File: config.mk
export PLATFORM = sky130hd
export DESIGN_NAME = mux16_rr_scheduler_flat
export DESIGN_NICKNAME = d
export VERILOG_FILES = /design/src/rtl/mux16_sched_pkg.sv /design/src/rtl/mux16_rr_scheduler_if.sv /design/src/rtl/mux16_rr_scheduler_rr_pick.sv /design/src/rtl/mux16_rr_scheduler.sv /design/src/flat_wrapper.sv
export SDC_FILE = /design/constraint.sdc
export NUM_CORES = 1
export LEC_CHECK = 0
export BUFFER_PORTS_ARGS = -buffer_cell sky130_fd_sc_hd__buf_2
export CAP_MARGIN = 40
export CORE_AREA = 2 2 250 252
export DETAILED_ROUTE_END_ITERATION = 8
export DIE_AREA = 0 0 252 254
export PLACE_DENSITY = 0.45
export SYNTH_ARGS = -nofsm -noshare
export SYNTH_HDL_FRONTEND = slang
export SYNTH_SLANG_ARGS = --single-unit
File: constraint.sdc
create_clock -name clk -period 14.3 [get_ports clk]
set_clock_uncertainty 0.1 [all_clocks]
set_input_delay 0.715 -clock clk [delete_from_list [all_inputs] [get_ports clk]]
set_output_delay 0.715 -clock clk [all_outputs]
set_load 0.05 [all_outputs]
File: src/rtl/mux16_sched_pkg.sv
// Shared constants and types for the 16-way round-robin scheduler.
// Imported by the interface, the picker and the top.
package mux16_sched_pkg;

  localparam int N_REQ = 16;
  localparam int DW    = 33;
  localparam int SW    = $clog2(N_REQ);

  typedef logic [SW-1:0] sel_t;
  typedef logic [DW-1:0] word_t;

  typedef enum logic {
    IDLE   = 1'b0,
    LOCKED = 1'b1
  } state_t;

endpackage

File: src/rtl/mux16_rr_scheduler_if.sv
// Requester-side and consumer-side handshake bundle.
// master = scheduler, slave = sources/consumer.
interface mux16_rr_scheduler_if;
  import mux16_sched_pkg::*;

  logic [N_REQ-1:0] req_valid;
  logic [N_REQ-1:0] req_last;
  logic [N_REQ-1:0] req_mask;
  logic [N_REQ-1:0] req_ready;
  word_t [N_REQ-1:0] req_data;

  logic  out_valid;
  logic  out_last;
  logic  out_ready;
  word_t out_data;
  sel_t  out_src;

  modport master (
    input  req_valid,
    input  req_last,
    input  req_mask,
    input  req_data,
    input  out_ready,
    output req_ready,
    output out_valid,
    output out_data,
    output out_last,
    output out_src
  );

  modport slave (
    output req_valid,
    output req_last,
    output req_mask,
    output req_data,
    output out_ready,
    input  req_ready,
    input  out_valid,
    input  out_data,
    input  out_last,
    input  out_src
  );

endinterface

File: src/rtl/mux16_rr_scheduler_rr_pick.sv
// Rotate-priority encoder: first set request at or after ptr.
// Purely combinational, wraps from the top index back to 0.
module rr_pick
  import mux16_sched_pkg::*;
(
  input  logic [N_REQ-1:0] req,
  input  sel_t             ptr,
  output sel_t             idx,
  output logic             any
);

  sel_t c;

  always_comb begin
    any = 1'b0;
    idx = ptr;
    c   = ptr;
    for (int i = 0; i < N_REQ; i++) begin
      c = ptr + sel_t'(i);
      if (!any && req[c]) begin
        any = 1'b1;
        idx = c;
      end
    end
  end

endmodule

File: src/rtl/mux16_rr_scheduler.sv
// Packet-locked round-robin 16:1 scheduler with a one-entry
// registered output stage.
module mux16_rr_scheduler
  import mux16_sched_pkg::*;
(
  input  logic                clk,
  input  logic                rst,
  mux16_rr_scheduler_if.master bus,
  output sel_t                sel,
  output logic                busy
);

  state_t state;
  sel_t   ptr;
  sel_t   lock_idx;
  sel_t   sel_q;
  sel_t   win;
  logic   any;
  logic   grant;
  logic   free;
  logic   beat_last;
  word_t  beat;
  logic [N_REQ-1:0] cand;

  assign cand = bus.req_valid & bus.req_mask;
  assign busy = (state == LOCKED);

  rr_pick u_pick (
    .req (cand),
    .ptr (ptr),
    .idx (win),
    .any (any)
  );

  always_comb begin
    free  = !bus.out_valid || bus.out_ready;
    grant = 1'b0;
    sel   = sel_q;
    case (state)
      IDLE: begin
        if (any && free && !rst) begin
          grant = 1'b1;
          sel   = win;
        end
      end
      LOCKED: begin
        // mask is deliberately ignored for the lock holder
        sel   = lock_idx;
        grant = free && bus.req_valid[lock_idx] && !rst;
      end
      default: ;
    endcase
  end

  always_comb begin
    bus.req_ready = '0;
    if (grant) bus.req_ready[sel] = 1'b1;
  end

  assign beat      = bus.req_data[sel];
  assign beat_last = bus.req_last[sel];

  always_ff @(posedge clk) begin
    if (rst) begin
      state         <= IDLE;
      ptr           <= '0;
      lock_idx      <= '0;
      sel_q         <= '0;
      bus.out_valid <= 1'b0;
      bus.out_data  <= '0;
      bus.out_last  <= 1'b0;
      bus.out_src   <= '0;
    end else begin
      sel_q <= sel;
      if (grant) begin
        bus.out_valid <= 1'b1;
        bus.out_data  <= beat;
        bus.out_last  <= beat_last;
        bus.out_src   <= sel;
      end else if (bus.out_ready) begin
        bus.out_valid <= 1'b0;
      end
      if (grant && beat_last) begin
        state <= IDLE;
        ptr   <= sel + sel_t'(1);
      end else if (grant) begin
        state    <= LOCKED;
        lock_idx <= sel;
      end
    end
  end

endmodule

File: src/flat_wrapper.sv
// flat-port wrapper written by rule: the top's interface ports become plain ports
module mux16_rr_scheduler_flat import mux16_sched_pkg::*;
  (clk, rst, sel, busy, bus_req_valid, bus_req_last, bus_req_mask, bus_req_data, bus_out_ready, bus_req_ready, bus_out_valid, bus_out_data, bus_out_last, bus_out_src);
  mux16_rr_scheduler_if bus_i ();
  input  logic clk;
  input  logic rst;
  output sel_t sel;
  output logic busy;
  input wire logic [$bits(bus_i.req_valid)-1:0] bus_req_valid;
  input wire logic [$bits(bus_i.req_last)-1:0] bus_req_last;
  input wire logic [$bits(bus_i.req_mask)-1:0] bus_req_mask;
  input wire logic [$bits(bus_i.req_data)-1:0] bus_req_data;
  input wire logic [$bits(bus_i.out_ready)-1:0] bus_out_ready;
  output wire logic [$bits(bus_i.req_ready)-1:0] bus_req_ready;
  output wire logic [$bits(bus_i.out_valid)-1:0] bus_out_valid;
  output wire logic [$bits(bus_i.out_data)-1:0] bus_out_data;
  output wire logic [$bits(bus_i.out_last)-1:0] bus_out_last;
  output wire logic [$bits(bus_i.out_src)-1:0] bus_out_src;
  assign bus_i.req_valid = bus_req_valid;
  assign bus_i.req_last = bus_req_last;
  assign bus_i.req_mask = bus_req_mask;
  assign bus_i.req_data = bus_req_data;
  assign bus_i.out_ready = bus_out_ready;
  assign bus_req_ready = bus_i.req_ready;
  assign bus_out_valid = bus_i.out_valid;
  assign bus_out_data = bus_i.out_data;
  assign bus_out_last = bus_i.out_last;
  assign bus_out_src = bus_i.out_src;
  mux16_rr_scheduler u_core (.clk(clk), .rst(rst), .bus(bus_i), .sel(sel), .busy(busy));
endmodule
==> summary.txt <==
SYNTH
---------------------------------------------------------------------------------
Ys async rst share .................................................           0%
Simple-gate share of the synthesized area ..........................       46.17%
Number of flip-flops and latches in the synthesized netlist ........           52
Yosys warning total ................................................            0
Count of distinct cell types in the synthesized netlist ............           90
Mean Syn Cell Area .................................................    6.314 um2
Area fraction of the dominant cell type after synthesis ............       22.28%
Gate count of the mapped netlist ...................................         1628
Complex-gate fraction of the synthesized area ......................       25.61%
Number of nets in the synthesized netlist ..........................         2218
Share of synthesized area occupied by flip-flops and latches .......       10.13%
Dominant combinational cell family by area after synthesis ......... simple AND/OR/NAND/NOR gates
Dominant register cell in the synthesized netlist ..................      dfxtp_1
Summed instance area of the synthesized netlist ....................  0.01028 mm2
XOR/XNOR share of the synthesized area .............................       1.923%
Cell types occupying the most area after synthesis ................. nand2_1, a311oi_1, dfxtp_1, and3_1, mux4_2
Count of flip-flops with a built-in enable after synthesis .........            0
Multiplexer fraction of the synthesized cell area ..................       6.269%
Library cell occupying the most area in the post-synthesis netlist .      nand2_1
Synth Area in Adders ...............................................       1.339%

CTS
---------------------------------------------------------------------------------
Clock latency of the later-clocked register in the worst-skew pair .      0.33 ns
Root buffer selected by CTS ........................................    clkbuf_16
Hold buffer count at cts ...........................................            0
Clock slew at reported path FFs ....................................      0.09 ns
Post-CTS resize count ..............................................            0
Total number of H-tree levels ......................................            2
Clock tree from TritonCTS ..........................................          yes
Clk sink count .....................................................           52
Max clock buf depth ................................................            2
Post-CTS setup buffers .............................................            0
Inserted Clock Buffers .............................................            5

ROUTE
---------------------------------------------------------------------------------
Router iterations before antenna repair ............................            6
Initial DRC Count ..................................................         1472
DRC violations left ................................................            0
Post-Route WL ......................................................     79930 um
Vias post-DR .......................................................        15621
Remaining antenna violation count after routing ....................            0
Post-DR vias/cell ..................................................        5.263
Routed wire per std cell ...........................................     26.93 um

TIMING
---------------------------------------------------------------------------------
Headroom to the max-slew limit .....................................       37.36%
Final total negative setup slack ...................................         0 ns
Maximum achievable frequency .......................................    117.7 MHz
Total count of hold-check failures in the final report .............            0
Share of the cycle needed by the critical path after routing .......       59.43%
Max-slew violations ................................................            0
Final Setup Violations .............................................            0
RSZ-0062 raised after global routing ...............................        false
Minimum clock period ...............................................     8.498 ns
Pin slew with the least headroom to its limit ......................    0.9396 ns

DIE
---------------------------------------------------------------------------------
Placeable core region ..............................................  0.06126 mm2
Starting utilization of the core area ..............................       16.78%
Number of standard-cell rows in the floorplan ......................           91
Die Footprint ......................................................  0.06401 mm2
X dimension of the die .............................................       252 um
Die Ht .............................................................       254 um
Ports placed on the boundary .......................................          639

CRITICAL PATH
---------------------------------------------------------------------------------
CP Max Fanout ......................................................           75
Kind of critical path .............................................. register to primary output
Cell-by-cell listing of the critical path .......................... buf_4 > inv_2 > ha_1 > clkinv_1 > mux4_2 > o22ai_1 > a211oi_2 > nand4_1 > or4_4 > a21oi_1 > a22o_1 > a21oi_4 > inv_6 > buf_4 > ha_1 > nand2_1 > nor2_1 > buf_2
Worst path arrival time ............................................      7.68 ns
Kind of cell adding the most delay to the critical path ............ buffers and inverters
Kind of end point of the critical path ............................. primary output
Worst path required time ...........................................     13.49 ns
Critical Path Source Type ..........................................     register
Buf+Inv Stages, Crit Path ..........................................            6
Crit-path slowest cell .............................................        buf_4
Largest stage delay, worst path ....................................      0.81 ns

HOLD PATH
---------------------------------------------------------------------------------
Hold Path Class .................................................... register to register

GLOBAL ROUTE
---------------------------------------------------------------------------------
Wire length of the first global-routing pass .......................    110100 um
Total GRT Usage ....................................................       23.69%
GR Util met1 .......................................................       30.14%
Largest net degree at the start of global routing ..................          155
Met3 usage in global routing .......................................       4.876%
Busiest layer in global routing ....................................         met2
Number of global-route vias before repair ..........................        15105
Met2 usage in global routing .......................................       40.27%
Total grt overflow .................................................            0
Antenna violations before repair ...................................           45

CELLS AND AREA
---------------------------------------------------------------------------------
Syn-to-layout area delta ...........................................       37.59%
Register cell area after layout .................................... 0.001044 mm2
Multi-input combinational cell area ................................ 0.008372 mm2
Fraction of layout instances using a drive strength above 1 ........       34.28%
Most common cell after layout, fill and taps aside .................        buf_2
# fillers ..........................................................         7188
Top library cells by usage in the layout, fill and taps aside ...... buf_2, nand2_1, and3_1
Final instance area ................................................  0.01414 mm2
Total number of nets in the final design ...........................         2748

OUTCOME
---------------------------------------------------------------------------------
Status ............................................................. complete, no violations

PLACEMENT
---------------------------------------------------------------------------------
Count of input and output buffers ..................................          638
Final weighted congestion in routability-driven placement ..........       0.9574
HPWL after detailed placement ......................................     64700 um
Cell area after placement ..........................................  0.01394 mm2

PWR
---------------------------------------------------------------------------------
Sequential power share .............................................         5.6%
Switching pwr ......................................................      3189 uW
Power share of the clock group .....................................         3.2%
Power density cells ................................................ 337.2 mW/mm2
Static leakage power ...............................................  0.006638 uW
Net Sw Frac ........................................................       66.86%
Highest ir drop seen on vdd ........................................  0.0002652 V
Portion of total power attributed to combinational logic ...........        91.2%
Internal ...........................................................      1581 uW

JOB
---------------------------------------------------------------------------------
Number of violations of the max-capacitance limit ..................            0

==> sequential cells by signal, indices dropped and copies added (netlist names) <==
register and count:
u_core.busy 1, u_core.bus.out_last 1, u_core.bus.out_src 4, u_core.bus.out_valid 1, u_core.ptr 4, u_core.lock_idx 4, u_core.bus.out_data 33, u_core.sel_q 4
==> Yosys cell counts, drive strengths merged (16+ instances only) <==
cell type,number
buf,93
dfxtp,52
nor2,93
nand4,42
nor4,39
clkbuf,51
a311oi,133
mux2i,16
a21oi,25
nor3,16
mux4,20
nand3,28
and3,135
a211oi,51
nand2,615
==> final cells by class <==
| class | instances | share of cell area (%) |
|---|---|---|
| multi-input cells | 1416 | 59.20 |
| repair buffers | 667 | 24.49 |
| flip-flops and latches | 52 | 7.379 |
| well taps | 790 | 6.989 |
| clock buffers | 6 | 0.9820 |
| inverters | 16 | 0.5308 |
| diodes | 19 | 0.3362 |
| clock inverters | 2 | 0.09732 |
==> metrics by stage <==
| stage | setup WS, ns | hold slack, ns | std cells | utilization (%) | power [uW] |
|---|---|---|---|---|---|
| 2_1_floorplan | 7.823 | 0.3530 | 1628 | - | 3312 |
| 3_3_place_gp | 6.097 | 0.3798 | 2936 | 22.65 | 4597 |
| 4_1_cts | 5.960 | 0.3900 | 2949 | 23.01 | 4767 |
| 3_5_place_dp | 6.358 | 0.3772 | 2941 | 22.76 | 4585 |
| 5_1_grt | 5.546 | 0.4110 | 2958 | 23.05 | 5116 |
| 6_report | 5.802 | 0.3917 | 2968 | 23.09 | 4769 |
==> layer usage <==
metal | part of all wire (%) | up-vias
li1 | - | 7083
met1 | 41 | 7562
met2 | 48 | 843
met3 | 8.5 | 115
met4 | 2.4 | 18
met5 | 0.13 | -
==> final timing paths <==
path / from / endpoint / slack, ns / depth (start not counted)
setup reg to reg: u_core.ptr[2] / u_core.bus.out_data[5] / 6.41 / 20
hold / removal: u_core.bus.out_src[1] / u_core.bus.out_src[1] / 0.39 / 2
hold reg to reg: u_core.bus.out_src[1] / u_core.bus.out_src[1] / 0.39 / 2
setup / recovery: u_core.ptr[2] / bus_req_ready[3] / 5.80 / 18
==> cell families after synthesis <==
logic type      count (synthesis)
compound gates                321
xor+xnor                       17
fa+ha+maj                      11
buf+inv                       160
flops                          52
mux                            39
simple gates                 1028
==> power groups by stage <==
stage / Combinational (uW) / Sequential [uW] / Clock [uW]
finish: 4350 / 266 / 155
CTS: 4340 / 265 / 163
floorplan: 2880 / 429 / 0
detailed placement: 4320 / 267 / 0
global placement: 4330 / 266 / 0
global route: 4680 / 275 / 164
==> worst reg2reg max path, cell delays in order (launching register included) <==
cell,delay [ns]
dfxtp_2,0.32
buf_4,0.41
inv_2,0.31
ha_1,0.79
clkinv_1,0.51
mux4_2,0.40
o22ai_1,0.16
a211oi_2,0.75
and3_1,0.30
nor4b_1,0.49
o2bb2ai_1,0.19
a221oi_1,0.15
o21ai_4,0.28
buf_4,0.25
buf_16,0.27
buf_12,0.53
nand2_1,0.29
and3_1,0.19
a311oi_1,0.75
nor4_1,0.12
a211oi_1,0.26
(Power assumes the default switching activity.)
